File: config.mk
export PLATFORM = sky130hd
export DESIGN_NAME = mem_stage_lsu
export DESIGN_NICKNAME = d
export VERILOG_FILES = /design/src/rtl/lsu_pkg.sv /design/src/rtl/lsu_load_fmt.sv /design/src/rtl/mem_stage_lsu.sv
export SDC_FILE = /design/constraint.sdc
export NUM_CORES = 1
export LEC_CHECK = 0
export BUFFER_PORTS_ARGS = -buffer_cell sky130_fd_sc_hd__buf_4
export CAP_MARGIN = 20
export CORE_AREA = 10 10 138 140
export CTS_BUF_LIST = sky130_fd_sc_hd__clkbuf_4
export DETAILED_ROUTE_END_ITERATION = 10
export DIE_AREA = 0 0 148 150
export PLACE_DENSITY = 0.86
export SYNTH_ARGS = -nofsm -noshare
export SYNTH_HDL_FRONTEND = slang
export SYNTH_HIERARCHICAL = 1
export SYNTH_SLANG_ARGS = --single-unit
File: constraint.sdc
create_clock -name i_clk -period 3.3 [get_ports i_clk]
set_clock_uncertainty 0.2 [all_clocks]
set_input_delay 0.33 -clock i_clk [delete_from_list [all_inputs] [get_ports i_clk]]
set_output_delay 0.33 -clock i_clk [all_outputs]
set_load 0.01 [all_outputs]
File: src/rtl/lsu_pkg.sv
// Constants, state encoding and WB payload type for the MEM-stage load/store unit.
// ST_REQ2/ST_RSP2 only exist when MISALIGN_SPLIT_EN is defined.
package lsu_pkg;

    localparam logic [1:0] WB_SEL_ALU = 2'd0;
    localparam logic [1:0] WB_SEL_PC4 = 2'd1;
    localparam logic [1:0] WB_SEL_LD  = 2'd2;
    localparam logic [1:0] WB_SEL_CSR = 2'd3;

    localparam logic [2:0] F3_LB  = 3'b000;
    localparam logic [2:0] F3_LH  = 3'b001;
    localparam logic [2:0] F3_LW  = 3'b010;
    localparam logic [2:0] F3_LBU = 3'b100;
    localparam logic [2:0] F3_LHU = 3'b101;

    typedef enum logic [2:0] {
        ST_IDLE = 3'd0,
        ST_REQ  = 3'd1,
        ST_RSP  = 3'd2
`ifdef MISALIGN_SPLIT_EN
        ,
        ST_REQ2 = 3'd3,
        ST_RSP2 = 3'd4
`endif
    } lsu_state_e;

    typedef struct packed {
        logic [31:0] pc;
        logic [31:0] inst;
        logic [31:0] alu_data;
        logic [31:0] ld_data;
        logic        reg_wren;
        logic [1:0]  wb_sel;
        logic        misalign;
    } wb_payload_t;

    // Byte-lane mask before shifting; funct3[1:0] is the size for loads and stores alike.
    function automatic logic [3:0] size_mask(input logic [1:0] size);
        case (size)
            2'b00:   return 4'b0001;
            2'b01:   return 4'b0011;
            2'b10:   return 4'b1111;
            default: return 4'b0000;
        endcase
    endfunction

    function automatic logic crosses_word(input logic [1:0] size, input logic [1:0] off);
        return (size == 2'b10 && off != 2'b00) || (size == 2'b01 && off == 2'b11);
    endfunction

endpackage

File: src/rtl/lsu_load_fmt.sv
// Load data formatter: aligns the byte lane from one or two words, then sign/zero extends.
module lsu_load_fmt
    import lsu_pkg::*;
(
    input  logic [31:0] i_lo_word,
    input  logic [31:0] i_hi_word,
    input  logic [1:0]  i_byte_off,
    input  logic [2:0]  i_funct_3,
    output logic [31:0] o_ld_data
);

    logic [31:0] lane;

    always_comb begin
        lane = 32'({i_hi_word, i_lo_word} >> {i_byte_off, 3'b000});
        case (i_funct_3)
            F3_LB:   o_ld_data = {{24{lane[7]}}, lane[7:0]};
            F3_LH:   o_ld_data = {{16{lane[15]}}, lane[15:0]};
            F3_LW:   o_ld_data = lane;
            F3_LBU:  o_ld_data = {24'h0, lane[7:0]};
            F3_LHU:  o_ld_data = {16'h0, lane[15:0]};
            default: o_ld_data = 32'h0;
        endcase
    end

endmodule

File: src/rtl/mem_stage_lsu.sv
// MEM-stage load/store unit: valid/grant data bus master, pipeline stall and MEM/WB register.
// MISALIGN_SPLIT_EN splits word-crossing accesses in two; otherwise they trap via WB_o_misalign.
module mem_stage_lsu
    import lsu_pkg::*;
#(
    parameter int ADDR_W = 32
) (
    input  logic              i_clk,
    input  logic              i_reset_n,
    input  logic [31:0]       MEM_i_pc,
    input  logic [31:0]       MEM_i_inst,
    input  logic [31:0]       MEM_i_alu_data,
    input  logic [31:0]       MEM_i_rs2_data,
    input  logic              MEM_i_mem_wren,
    input  logic              MEM_i_reg_wren,
    input  logic [1:0]        MEM_i_wb_sel,
    input  logic [2:0]        MEM_i_funct_3,
    output logic              o_dmem_req,
    output logic              o_dmem_we,
    output logic [ADDR_W-1:0] o_dmem_addr,
    output logic [31:0]       o_dmem_wdata,
    output logic [3:0]        o_dmem_be,
    input  logic              i_dmem_gnt,
    input  logic              i_dmem_rvalid,
    input  logic [31:0]       i_dmem_rdata,
    output logic              o_stall,
    output logic [31:0]       WB_o_pc,
    output logic [31:0]       WB_o_inst,
    output logic [31:0]       WB_o_alu_data,
    output logic [31:0]       WB_o_ld_data,
    output logic              WB_o_reg_wren,
    output logic [1:0]        WB_o_wb_sel,
    output logic              WB_o_misalign
);

    lsu_state_e        state_q, state_d;
    wb_payload_t       wb_q, wb_d;
    logic              is_ld, mem_op, crosses, trap;
    logic              req, second, done;
    logic [1:0]        byte_off;
    logic [7:0]        be_wide;
    logic [63:0]       wdata_wide;
    logic [ADDR_W-1:0] base_addr;
    logic [31:0]       fmt_lo, fmt_hi, ld_data;

    assign is_ld      = (MEM_i_wb_sel == WB_SEL_LD);
    assign mem_op     = MEM_i_mem_wren | is_ld;
    assign byte_off   = MEM_i_alu_data[1:0];
    assign crosses    = crosses_word(MEM_i_funct_3[1:0], byte_off);
    assign be_wide    = {4'b0000, size_mask(MEM_i_funct_3[1:0])} << byte_off;
    assign wdata_wide = {32'h0, MEM_i_rs2_data} << {byte_off, 3'b000};
    assign base_addr  = {MEM_i_alu_data[ADDR_W-1:2], 2'b00};

`ifdef MISALIGN_SPLIT_EN
    logic [31:0] word0_q, word0_d;
    assign trap   = 1'b0;
    assign fmt_lo = (state_q == ST_RSP2) ? word0_q : i_dmem_rdata;
    assign fmt_hi = i_dmem_rdata;
`else
    assign trap   = mem_op & crosses;
    assign fmt_lo = i_dmem_rdata;
    assign fmt_hi = 32'h0;
`endif

    lsu_load_fmt u_load_fmt (
        .i_lo_word  (fmt_lo),
        .i_hi_word  (fmt_hi),
        .i_byte_off (byte_off),
        .i_funct_3  (MEM_i_funct_3),
        .o_ld_data  (ld_data)
    );

    always_comb begin
        state_d = state_q;
        req     = 1'b0;
        second  = 1'b0;
        done    = 1'b0;
`ifdef MISALIGN_SPLIT_EN
        word0_d = word0_q;
`endif
        case (state_q)
            ST_IDLE, ST_REQ: begin
                if (trap) begin
                    done = 1'b1;
                end else if (mem_op || state_q == ST_REQ) begin
                    req = 1'b1;
                    if (!i_dmem_gnt) begin
                        state_d = ST_REQ;
                    end else if (is_ld) begin
                        state_d = ST_RSP;
`ifdef MISALIGN_SPLIT_EN
                    end else if (crosses) begin
                        state_d = ST_REQ2;
`endif
                    end else begin
                        done    = 1'b1;
                        state_d = ST_IDLE;
                    end
                end
            end
            ST_RSP: begin
                if (i_dmem_rvalid) begin
`ifdef MISALIGN_SPLIT_EN
                    if (crosses) begin
                        word0_d = i_dmem_rdata;
                        state_d = ST_REQ2;
                    end else
`endif
                    begin
                        done    = 1'b1;
                        state_d = ST_IDLE;
                    end
                end
            end
`ifdef MISALIGN_SPLIT_EN
            ST_REQ2: begin
                req    = 1'b1;
                second = 1'b1;
                if (i_dmem_gnt) begin
                    if (is_ld) begin
                        state_d = ST_RSP2;
                    end else begin
                        done    = 1'b1;
                        state_d = ST_IDLE;
                    end
                end
            end
            ST_RSP2: begin
                if (i_dmem_rvalid) begin
                    done    = 1'b1;
                    state_d = ST_IDLE;
                end
            end
`endif
            default: state_d = ST_IDLE;
        endcase
    end

    // Bus strobes are masked by reset so they drop the instant reset asserts.
    assign o_dmem_req   = req & i_reset_n;
    assign o_dmem_we    = req & i_reset_n & MEM_i_mem_wren;
    assign o_dmem_be    = (req & i_reset_n) ? (second ? be_wide[7:4] : be_wide[3:0]) : 4'b0000;
    assign o_dmem_addr  = second ? base_addr + ADDR_W'(4) : base_addr;
    assign o_dmem_wdata = second ? wdata_wide[63:32] : wdata_wide[31:0];
    assign o_stall      = mem_op & ~done & i_reset_n;

    always_comb begin
        wb_d          = wb_q;
        wb_d.reg_wren = 1'b0;
        if (!o_stall) begin
            wb_d.pc       = MEM_i_pc;
            wb_d.inst     = MEM_i_inst;
            wb_d.alu_data = MEM_i_alu_data;
            wb_d.ld_data  = ld_data;
            wb_d.reg_wren = MEM_i_reg_wren & ~trap;
            wb_d.wb_sel   = MEM_i_wb_sel;
            wb_d.misalign = trap;
        end
    end

    always_ff @(posedge i_clk or negedge i_reset_n) begin
        if (!i_reset_n) begin
            state_q <= ST_IDLE;
            wb_q    <= '0;
`ifdef MISALIGN_SPLIT_EN
            word0_q <= 32'h0;
`endif
        end else begin
            state_q <= state_d;
            wb_q    <= wb_d;
`ifdef MISALIGN_SPLIT_EN
            word0_q <= word0_d;
`endif
        end
    end

    assign WB_o_pc       = wb_q.pc;
    assign WB_o_inst     = wb_q.inst;
    assign WB_o_alu_data = wb_q.alu_data;
    assign WB_o_ld_data  = wb_q.ld_data;
    assign WB_o_reg_wren = wb_q.reg_wren;
    assign WB_o_wb_sel   = wb_q.wb_sel;
    assign WB_o_misalign = wb_q.misalign;

endmodule
# Word-level counts from Yosys, hierarchy flattened
# Cells that the tools add are included.
[classes] eq_ne=13 shift=3 n_mux=19 n_bitwise=9 n_reduce_logical=10
[op_table] operator="32-bit one-hot mux with 5 select lines" n=1
[op_table] operator="32-bit by 5-bit left shift with 32-bit output" n=1
[op_table] operator="32-bit by 5-bit right shift with 32-bit output" n=1
[op_table] operator="4-bit one-hot mux with 3 select lines" n=1
[op_table] operator="3-bit 2-to-1 mux" n=3
[op_table] operator="1-bit 2-to-1 mux" n=8
[op_table] operator="4-bit 2-to-1 mux" n=2
[op_table] operator="1-bit AND" n=6
[op_table] operator="2-bit == test (second input constant)" n=3
[op_table] operator="3-bit by 1-bit == test with 1-bit output (second input constant)" n=2
[op_table] operator="3-bit by 2-bit == test with 1-bit output (second input constant)" n=2
[op_table] operator="3-bit == test (second input constant)" n=2
[op_table] operator="3-bit zero test" n=2
[op_table] operator="2-bit != test (second input constant)" n=3
[op_table] operator="3-bit one-hot mux with 2 select lines" n=1
[op_table] operator="2-bit 2-to-1 mux" n=2
[op_table] operator="4-bit by 2-bit left shift with 4-bit output" n=1
[op_table] operator="3-bit AND reduction" n=1
[op_table] operator="2-bit by 1-bit == test with 1-bit output (second input constant)" n=1
[op_table] operator="1-bit logical AND" n=2
[op_table] operator="2-bit zero test" n=1
[op_table] operator="1-bit logical OR" n=2
[op_table] operator="1-bit inverter" n=2
[op_table] operator="1-bit one-hot mux with 2 select lines" n=1
[op_table] operator="other kinds (3)" n=3
[totals] register_bits=135 in_bits=171 wordCells=62

# Logic depth before layout (Yosys ltp)
[depth] depth_word=10 mapped_depth=8 depth_no_buf=7

# By module
# The synthesis kept the hierarchy.
[modules_own_cells] mod="mem_stage_lsu" instances=1 cells_per_inst=439 area_each_um2=5982.0
[modules_own_cells] mod="lsu_load_fmt" instances=1 cells_per_inst=115 area_each_um2=1219.9

# Worst setup path before layout
# No wires, ideal clock.
[synth_path] path_type="input to register" start="input port MEM_i_funct_3[0]" end="register wb_q, in the netlist WB_o_inst[12]" t_arrival_ns=1.780 slack_ns=1.193 path_stages=8 n_path_buf=2 cell_sequence="inv_1 ha_1 o21ai_1 nand2_1 a211oi_2 buf_4 buf_6 mux2_1"
[synth_between] elab_chain_cells=9
[synth_rtl] item="start, declared" line="mem_stage_lsu.sv:17" source="input logic [2:0] MEM_i_funct_3,"
[synth_rtl] item="2-bit == test / 2-bit by 1-bit == test with 1-bit output (equally long branches)" line="lsu_pkg.sv:48" source="return (size == 2'b10 && off != 2'b00) || (size == 2'b01 && off == 2'b11);"
[synth_rtl] item="1-bit logical AND" line="lsu_pkg.sv:48"
[synth_rtl] item="1-bit logical OR (*)" line="lsu_pkg.sv:48"
[synth_rtl] item="1-bit AND (*)" line="mem_stage_lsu.sv:60" source="assign trap = mem_op & crosses;"
[synth_rtl] item="1-bit 2-to-1 mux (*)" line="mem_stage_lsu.sv:83" source="if (trap) begin"
[synth_rtl] item="1-bit one-hot mux with 2 select lines (*)" line="mem_stage_lsu.sv:81" source="case (state_q)"
[synth_rtl] item="1-bit inverter (*)" line="mem_stage_lsu.sv:145" source="assign o_stall = mem_op & ~done & i_reset_n;"
[synth_rtl] item="1-bit AND (*) (2 in series)" line="mem_stage_lsu.sv:145"
[synth_rtl] item="named net o_stall" line="mem_stage_lsu.sv:26" source="output logic o_stall,"
[synth_rtl] item="end signal, assigned" line="mem_stage_lsu.sv:170" source="wb_q <= wb_d;"
[synth_rtl] item="end, declared" line="mem_stage_lsu.sv:37" source="wb_payload_t wb_q, wb_d;"
# The timed path passes the listed nets; every way through them passes the cells marked *.
# A chain may end at the register's enable or synchronous reset.

# Worst setup path after layout
[layout_path] start="input port MEM_i_wb_sel[0]" end="output port o_stall"
[layout_between] elab_chain_cells=9
[layout_rtl] item="start, declared" line="mem_stage_lsu.sv:16" source="input logic [1:0] MEM_i_wb_sel,"
[layout_rtl] item="2-bit == test (*)" line="mem_stage_lsu.sv:46" source="assign is_ld = (MEM_i_wb_sel == WB_SEL_LD);"
[layout_rtl] item="1-bit 2-to-1 mux / 1-bit bitwise OR (equally long branches)" line="mem_stage_lsu.sv:89, mem_stage_lsu.sv:47"
[layout_rtl] item="1-bit 2-to-1 mux / 1-bit logical OR (equally long branches)" line="mem_stage_lsu.sv:87, mem_stage_lsu.sv:85"
[layout_rtl] item="1-bit 2-to-1 mux" line="mem_stage_lsu.sv:85" source="end else if (mem_op || state_q == ST_REQ) begin"
[layout_rtl] item="1-bit 2-to-1 mux" line="mem_stage_lsu.sv:83"
[layout_rtl] item="1-bit one-hot mux with 2 select lines" line="mem_stage_lsu.sv:81"
[layout_rtl] item="1-bit inverter" line="mem_stage_lsu.sv:145"
[layout_rtl] item="1-bit AND (*) (2 in series)" line="mem_stage_lsu.sv:145"
[layout_rtl] item="end, declared" line="mem_stage_lsu.sv:26"
# Mark *: on every way between the ends. The rest lies on a longest branch, timed or not.

==> metrics.md <==
| Metric | Value |
|---|---|
| Outcome | `finished, final reports clean` |
| EDFF count, synth | `0` |
| FF+latch area | `3350 sq um` |
| Setup Crit Path Kind | `input port to primary output` |
| Synthesized flop and latch total | `134` |
| CP max stage cell | `dlygate4sd3_1` |
| Worst path cell trace | `dlygate4sd3_1 > buf_4 > nor2b_1 > a21oi_1 > a211oi_4 > buf_12 > buf_4` |
| Drt total wl | `27,100 um` |
| Max clock buf depth | `2` |
| Post-synth ARST share | `1.00` |
| Final setup TNS | `0 ns` |
| Worst path buffer plus inverter count | `4` |
| Initial DRC count | `397` |
| Vias per cell | `5.03` |
| GRT Util Overall | `0.236` |
| Fraction of layout instances using a drive strength above 1 | `0.465` |
| First-pass GRT wire length | `40,900 um` |
| GRT Residual Overflow | `0` |
| Multi-input gate area | `3490 sq um` |
| CTS sink cnt | `134` |
| CP top delay family | `buffers and inverters` |
| Top cells by count, synth | `134 x dfrtp_1, 89 x mux2_1, 43 x mux2_2` |
| Clk slew on worst S/H paths | `0.13 ns` |
| Pre-antenna DRT Iters | `5` |
| Detailed placer's ending HPWL | `19,100 um` |
| Syn_area_per_cell | `13.0 sq um` |
| RSZ-0062 raised after global routing | `false` |
| Final period util | `0.942` |
| # Post-CTS Setup Buffers | `0` |
| CP dominant cell by count | `buf_4` |
| Sequential area share after synthesis | `0.466` |
| Peak VDD IR | `0.000213 V` |
| Layout Nets | `1,207` |
| PD cells | `390 nW/um^2` |
| Final setup fails | `0` |
| Post-CTS sizing | `0` |
| CP Launch Type | `input port` |
| I/O Buffers | `371` |
| Core area | `16,300 sq um` |
| Die height | `150 um` |
| Via count | `6,384` |
| Mapped Cells | `554` |
| Area growth, synth to finish | `58.0%` |
| Fmax | `0.322 GHz` |
| Clock latency on the worst-skew pair | `0.53 ns` |
| Critical Path AT | `2.58 ns` |
| CTS tree | `yes` |
| Cts bufs inserted | `17` |
| Post-Synth XOR/XNOR Area | `0` |
| Syn Std Cell Area | `7200 sq um` |
| Hold crit path type | `input port to asynchronous set/reset pin` |
| Synth area leader | `dfrtp_1` |
| I/O pin count | `374` |
| H-tree depth | `4` |
| Max FO, Critical Path | `77` |
| Hold Buf Count CTS | `102` |
| Flop2flop setup slack | `1.08 ns` |
| Drt wl/cell | `21.4 um` |
| Root buffer cell | `clkbuf_4` |
| Starting Density | `0.441` |
| Post-Synth Adder-Cell Area | `0.00521` |
| Filler cells | `1,145` |
| Top post-synthesis cells by area | `dfrtp_1 47%, mux2_1 14%, mux4_2 8.8%` |
| Worst slew pin tran | `0.846 ns` |
| WP data required | `2.77 ns` |
| Most common cell in the netlist | `dfrtp_1` |
| Pleak | `5.49 nW` |
| Initial antenna violation count | `3` |
| Rows | `47` |
| Vias in the first global route | `7,085` |
| Largest family of logic cells by synthesized area | `multiplexers` |
| Synth top area share | `0.466` |
| Synth Area in Simple Gates | `0.0598` |
| Post-synth cell types | `39` |
| Post-synthesis compound-gate area fraction | `0.0572` |
| Largest net degree at the start of global routing | `78` |
| Post-synthesis mux area share | `0.335` |
| DRT antenna net count | `0` |
| Post-Route Hold Slack | `0.0551 ns` |
| Hold Fails Final Rpt | `0` |
| Synth Flop Type | `dfrtp_1` |
| Max_cap viols | `0` |
| Largest stage delay, worst path | `0.56 ns` |
| DRC | `0` |
| Routability Congestion | `0.803` |
| Die area | `22,200 sq um` |
| YS warnings | `6` |
| Fin crit period | `3.11 ns` |
| Die width | `148 um` |
| Max Slew Vio Count | `0` |
| Setup crit end kind | `primary output` |
| Max-Slew Margin vs Limit | `0.436` |
[logic make-up after synthesis]
logic type / Yosys count
other: 1
AOI/OAI and AO/OA: 65
muxes: 184
and+or+nand+nor: 85
buffers and inverters: 82
adders and majority gates: 3
DFF: 134
[per-layer routing]
| metal | GRT usage | vias to the layer above | routed length, um | part of all wire |
|---|---|---|---|---|
| met1 | 0.250 | 3172 | 9860 | 0.36 |
| met4 | 0.0946 | 0 | 783 | 0.029 |
| met5 | 0 | - | 0 | 0 |
| li1 | - | 2888 | - | - |
| met2 | 0.423 | 282 | 14400 | 0.53 |
| met3 | 0.0809 | 42 | 2110 | 0.078 |
[worst paths after layout]
check                            startpoint                 to  cells after the start
max                         MEM_i_wb_sel[0]            o_stall                      7
min reg2reg                WB_o_ld_data[25]   WB_o_ld_data[25]                      1
min in group i_clk          i_dmem_rdata[5]    WB_o_ld_data[5]                      4
max in group asynchronous         i_reset_n         WB_o_pc[0]                      4
min                               i_reset_n   WB_o_alu_data[0]                      2
max reg2reg                      state_q[1]  WB_o_alu_data[15]                      5
[metrics by stage]
stage | cell area, sq um | std cells | power, mW | setup WS [ns] | utilization
3_3_place_gp | 10000 | 1132 | 3.12 | 0.705 | 0.614
2_1_floorplan | 7390 | 603 | 2.49 | 1.19 | -
3_5_place_dp | 10000 | 1132 | 3.16 | 0.593 | 0.614
5_1_grt | 11400 | 1269 | 4.65 | 0.0512 | 0.696
6_report | 11400 | 1269 | 4.43 | 0.191 | 0.696
4_1_cts | 11400 | 1266 | 4.45 | 0.191 | 0.695
[area by class of cell]
cell class | instances | share of cell area
Timing Repair Buffer | 480 | 0.343
Clock inverter | 15 | 0.0156
Antenna cell | 3 | 0.000660
Clock buffer | 17 | 0.0112
Tap cell | 220 | 0.0242
Inverter | 13 | 0.00429
Multi-Input combinational cell | 387 | 0.306
Sequential cell | 134 | 0.295
[power by group]
group | switching, mW | internal, mW
combinational | 0.599 | 0.733
clock | 0.656 | 0.528
sequential | 0.106 | 1.81
total | 1.36 | 3.07
[registers in the layout (all words and copies together), names as in the netlist]
name           count
WB_o_misalign      1
WB_o_wb_sel        2
WB_o_ld_data      32
WB_o_inst         32
WB_o_pc           32
state_q            2
WB_o_reg_wren      1
WB_o_alu_data     32
[layout by cell type (no fill, tap or decap), types with 12 or more instances in the layout]
cell type / instances
inv_1: 13
nor2_1: 15
conb_1: 50
clkbuf_4: 17
a21oi_1: 12
mux2i_1: 20
nand2_1: 26
dfrtp_1: 134
dlygate4sd3_1: 102
o21ai_0: 20
nor2b_1: 23
mux2_1: 89
mux4_2: 28
buf_4: 374
a31oi_1: 16
mux2_2: 43
No activity file was read; power rests on OpenSTA's default activity.
